## src/rtl/display_pkg.sv

```systemverilog
// Shared constants, state encoding and BCD helper for the seven-segment scan controller.
package display_pkg;

    localparam logic [6:0] SEG_BLANK = 7'h7F;
    localparam logic [3:0] BCD_MAX   = 4'd9;

    typedef enum logic [1:0] {
        ST_OFF   = 2'd0,
        ST_DRIVE = 2'd1,
        ST_GUARD = 2'd2
    } scan_state_e;

    function automatic logic is_bcd(input logic [3:0] nib);
        return (nib <= BCD_MAX);
    endfunction

endpackage

```

## src/rtl/BinaryToSevenSeg_GL.sv

```systemverilog
// Combinational BCD to seven-segment decoder, active-low segments, seg[0]=a .. seg[6]=g.
module BinaryToSevenSeg_GL
    import display_pkg::*;
(
    input  logic [3:0] bin,
    output logic [6:0] seg
);

    // Segment lookup; non-BCD codes produce a dark pattern.
    always_comb begin
        seg = SEG_BLANK;
        case (bin)
            4'd0:    seg = 7'h40;
            4'd1:    seg = 7'h79;
            4'd2:    seg = 7'h24;
            4'd3:    seg = 7'h30;
            4'd4:    seg = 7'h19;
            4'd5:    seg = 7'h12;
            4'd6:    seg = 7'h02;
            4'd7:    seg = 7'h78;
            4'd8:    seg = 7'h00;
            4'd9:    seg = 7'h10;
            default: seg = SEG_BLANK;
        endcase
    end

endmodule

```

## src/rtl/display_scan_ctrl.sv

```systemverilog
// Time-multiplexed seven-segment scan controller with a double-buffered display value
// that is only promoted at frame boundaries (or immediately while the display is dark).
module display_scan_ctrl
    import display_pkg::*;
#(
    parameter int NUM_DIGITS = 4,
    parameter int DRIVE_CYC  = 1000,
    parameter int GUARD_CYC  = 8
) (
    input  logic                    clk,
    input  logic                    rst,
    input  logic                    en,
    input  logic                    wr_val,
    output logic                    wr_rdy,
    input  logic [4*NUM_DIGITS-1:0] wr_data,
    output logic [6:0]              seg,
    output logic [NUM_DIGITS-1:0]   an,
    output logic                    frame_done
);

    localparam int MAX_CYC = (DRIVE_CYC > GUARD_CYC) ? DRIVE_CYC : GUARD_CYC;
    localparam int CW      = $clog2(MAX_CYC);
    localparam int IW      = $clog2(NUM_DIGITS);
    localparam int DW      = 4 * NUM_DIGITS;

    scan_state_e           state_q, state_d;
    logic [CW-1:0]         cnt_q, cnt_d;
    logic [IW-1:0]         idx_q, idx_d;
    logic [DW-1:0]         active_q, active_d;
    logic [DW-1:0]         pend_q, pend_d;
    logic                  pend_vld_q, pend_vld_d;
    logic [6:0]            seg_q, seg_d;
    logic [NUM_DIGITS-1:0] an_q, an_d;
    logic                  frame_done_q, frame_done_d;

    logic                  frame_end_s;
    logic [3:0]            cur_nib_s;
    logic [6:0]            dec_seg_s;

    assign cur_nib_s = active_q[{idx_q, 2'b00} +: 4];

    BinaryToSevenSeg_GL u_dec (
        .bin (cur_nib_s),
        .seg (dec_seg_s)
    );

    // Scan sequencing: OFF -> DRIVE/GUARD per digit, en low forces OFF from any state.
    always_comb begin
        state_d     = state_q;
        cnt_d       = cnt_q;
        idx_d       = idx_q;
        frame_end_s = 1'b0;
        if (!en) begin
            state_d = ST_OFF;
            cnt_d   = '0;
            idx_d   = '0;
        end else begin
            case (state_q)
                ST_OFF: begin
                    state_d = ST_DRIVE;
                    cnt_d   = '0;
                    idx_d   = '0;
                end
                ST_DRIVE: begin
                    if (cnt_q == CW'(DRIVE_CYC - 1)) begin
                        state_d = ST_GUARD;
                        cnt_d   = '0;
                    end else begin
                        cnt_d = cnt_q + CW'(1);
                    end
                end
                ST_GUARD: begin
                    if (cnt_q == CW'(GUARD_CYC - 1)) begin
                        state_d = ST_DRIVE;
                        cnt_d   = '0;
                        if (idx_q == IW'(NUM_DIGITS - 1)) begin
                            idx_d       = '0;
                            frame_end_s = 1'b1;
                        end else begin
                            idx_d = idx_q + IW'(1);
                        end
                    end else begin
                        cnt_d = cnt_q + CW'(1);
                    end
                end
                default: begin
                    state_d = ST_OFF;
                    cnt_d   = '0;
                    idx_d   = '0;
                end
            endcase
        end
    end

    // Double buffer: accept into pending when empty, promote at frame end or while dark.
    always_comb begin
        active_d   = active_q;
        pend_d     = pend_q;
        pend_vld_d = pend_vld_q;
        if (pend_vld_q && (!en || frame_end_s)) begin
            active_d   = pend_q;
            pend_vld_d = 1'b0;
        end else if (wr_val && !pend_vld_q) begin
            pend_d     = wr_data;
            pend_vld_d = 1'b1;
        end else begin
            pend_vld_d = pend_vld_q;
        end
    end

    // Pin values for the next cycle; gating on en darkens the display one cycle after en drops.
    always_comb begin
        an_d         = '1;
        seg_d        = SEG_BLANK;
        frame_done_d = frame_end_s;
        if (en && (state_q == ST_DRIVE)) begin
            an_d[idx_q] = 1'b0;
            seg_d       = is_bcd(cur_nib_s) ? dec_seg_s : SEG_BLANK;
        end else begin
            an_d  = '1;
            seg_d = SEG_BLANK;
        end
    end

    // State, buffer and output registers.
    always_ff @(posedge clk or posedge rst) begin
        if (rst) begin
            state_q      <= ST_OFF;
            cnt_q        <= '0;
            idx_q        <= '0;
            active_q     <= '0;
            pend_q       <= '0;
            pend_vld_q   <= 1'b0;
            seg_q        <= SEG_BLANK;
            an_q         <= '1;
            frame_done_q <= 1'b0;
        end else begin
            state_q      <= state_d;
            cnt_q        <= cnt_d;
            idx_q        <= idx_d;
            active_q     <= active_d;
            pend_q       <= pend_d;
            pend_vld_q   <= pend_vld_d;
            seg_q        <= seg_d;
            an_q         <= an_d;
            frame_done_q <= frame_done_d;
        end
    end

    assign wr_rdy     = ~pend_vld_q;
    assign seg        = seg_q;
    assign an         = an_q;
    assign frame_done = frame_done_q;

endmodule

```

## config.mk

```make
export PLATFORM = sky130hd
export DESIGN_NAME = display_scan_ctrl
export DESIGN_NICKNAME = d
export VERILOG_FILES = /design/src/rtl/display_pkg.sv /design/src/rtl/BinaryToSevenSeg_GL.sv /design/src/rtl/display_scan_ctrl.sv
export SDC_FILE = /design/constraint.sdc
export NUM_CORES = 1
export LEC_CHECK = 0
export ABC_AREA = 1
export CORE_MARGIN = 2
export CORE_UTILIZATION = 45
export CTS_BUF_LIST = sky130_fd_sc_hd__clkbuf_8
export CTS_CLUSTER_SIZE = 12
export DETAILED_ROUTE_END_ITERATION = 8
export DONT_BUFFER_PORTS = 1
export SYNTH_ARGS = -nofsm -noshare
export SYNTH_HDL_FRONTEND = slang
export SYNTH_SLANG_ARGS = --single-unit
```

## constraint.sdc

```tcl
create_clock -name clk -period 4.6 [get_ports clk]
set_input_delay 0.92 -clock clk [delete_from_list [all_inputs] [get_ports clk]]
set_output_delay 0.92 -clock clk [all_outputs]
set_load 0.05 [all_outputs]
```

==> results.toml <==
[run_status]
status = "complete, no violations"

[global_route]
antenna_found_initial = 0
met3_usage_pct = 3.98
grt_start_max_net_pins = 60
grt_pass1_wl_um = 8560
use_met2_pct = 22.7
track_usage_pct = 15.3
busiest_layer = "met2"
grtUsageMet1_pct = 20.8
grt_overflow = 0
grt_pass1_vias = 1851

[clocking]
numCtsBuffers = 9
clk_path_buf_depth = 2
post_cts_resized = 0
clk_pin_slew_worst_paths_ns = 0.06
clock_sinks = 59
post-cts-setup-buffers = 0
ctsHoldBuffers = 0
clk_latency_ns = 0.33
root_buffer = "clkbuf_8"
htreeDepth = 3
cts_tree = "built"

[final_layout]
final_cell_mix = "nand2_1, dfrtp_1, nand3_1"
nNetsFinal = 341
final_core_util_pct = 51.7
diodes = 0
fill_cells = 568
drive_above_1_share_pct = 18.3
final_common_cell = "nand2_1"
instances_no_fill = 387
final-seq-area_sq_um = 1490
area_delta_synth_final_pct = 9.26
multiInputGateArea_sq_um = 1220

[floorplan]
core-area_sq_um = 5990
fp-row-count = 28
die_h_um = 83.4
pin_count = 33
start_util_pct = 47.3
die_w_um = 83.4
die-area_sq_um = 6950

[sta]
tns_ns = 0
maxSlewHeadroom_pct = 52.1
finalClockSkew_ns = 0.00673
drv_slew = 0
worst_slack_ns = 2.24
hold_viol = 0
finalCritPeriodShare_pct = 51.3
fin_crit_ns = 2.36
timing.fmax_mhz = 424
rsz0062_at_grt = "false"
setup_viol = 0
tightest_slew_ns = 0.719

[route]
wl_um = 4740
drc = 0
drt-initial-drc-count = 108
dr.pass1.iters = 4
vias = 1889
wl_per_cell_um = 12.2
ant_nets = 0
vias_per_cell = 4.88

[placement]
dp_hpwl_um = 3320
placed_cells = 371
gp_congestion = 0.850
pre_cts_ws_ns = 2.58
io_buffers = 0

[setup_path]
crit_path_top_delay_cell = "dfrtp_1"
crit_buf_inv = 1
cp.arrival_ns = 1.44
worstPathRequired_ns = 3.68
critPathTopFamily = "flip-flops"
path_class = "flop to output port"
critPathMaxFanout = 18
cp-start-kind = "flop"
cp_cell_sequence = "inv_1"
cpPeakStageDelay_ns = 0.70
endpoint_kind = "output port"

[synthesis]
ys_seq_elements = 59
synth_nets = 336
syn_area_sq_um = 2840
ys_types = 26
avgSynthCellArea_sq_um = 9.39
synthCells = 302
yosysSeqAreaShare_pct = 52.5
synth_warnings = 0

[power_and_ir_drop]
finalPower_uw = 1600
power.leakage_uw = 0.00149
irDropWorstVdd_mv = 0.332
power_density_nw_per_um2 = 516

[run]
cap_violations = 0

[hold_path]
hp-class = "flop to flop"
==> area by class of cell <==
class                      instances  area share [%]
clock buffer                      12            5.33
clock inverter                     4            1.53
inverter                          20            2.42
multi-input combinational        216            39.4
sequential                        59            48.1
tap                               75            3.03
timing repair buffer               1           0.242
==> layer usage <==
metal / up-vias / wire [um]
li1: 979 / -
met1: 863 / 2370
met2: 37 / 2050
met3: 10 / 219
met4: 0 / 93
met5: - / 0
==> power breakdown <==
| part | leakage (uW) | switching [uW] | internal, uW |
|---|---|---|---|
| combinational | 0.000665 | 217 | 130 |
| sequential | 0.000721 | 125 | 637 |
| clock | 0.000108 | 198 | 292 |
| total | 0.00149 | 540 | 1060 |
==> through the flow <==
step / hold slack, ns / area [sq um]
floorplan: 0.433 / 2840
global placement: 0.450 / 2890
detailed placement: 0.459 / 2890
CTS: 0.475 / 3100
global route: 0.498 / 3100
finish: 0.473 / 3100
==> worst paths after layout <==
check,start,end,slack [ns],depth (start not counted)
max,pend_vld_q,wr_rdy,2.24,1
min,active_q[1],active_q[1],0.47,2
max reg2reg,pend_vld_q,pend_q[14],2.58,3
min reg2reg,active_q[1],active_q[1],0.47,2
max in group asynchronous,rst,idx_q[1],3.46,2
min in group asynchronous,rst,cnt_q[6],0.67,2
==> cell families (layout without fill, tap and decap cells) <==
| group | Yosys count | after routing | synth area share (%) |
|---|---|---|---|
| DFF | 59 | 59 | 52.5 |
| AOI/OAI and AO/OA | 5 | 5 | 1.28 |
| and+or+nand+nor | 174 | 174 | 27.0 |
| muxes | 16 | 16 | 6.35 |
| buffers and inverters | 27 | 37 | 4.45 |
| adders and majority gates | 14 | 14 | 6.18 |
| xor gates and xnor gates | 7 | 7 | 2.16 |
==> sequential cells by signal, indices dropped and copies added, names as in the netlist <==
register,cells
pend_vld_q,1
pend_q,16
frame_done,1
cnt_q,10
an,4
idx_q,2
state_q,2
active_q,16
seg,7
==> synth_stat cells, drive strengths merged <==
library cell    n  share of area [%]
nand3b          1               0.26
mux2           16                6.4
dfrtp          48                 42
o21ai           3               0.53
buf             6                1.7
clkbuf          1               0.13
nor2           21                3.0
a21oi           2               0.75
nor3            2               0.35
nand3          48                9.0
or2             1               0.22
dfstp          11                 10
nand4           1               0.22
xor2            5                1.5
ha             14                6.2
nand2         100                 14
xnor2           2               0.62
inv            20                2.6
No activity file was read; power rests on OpenSTA's default activity.
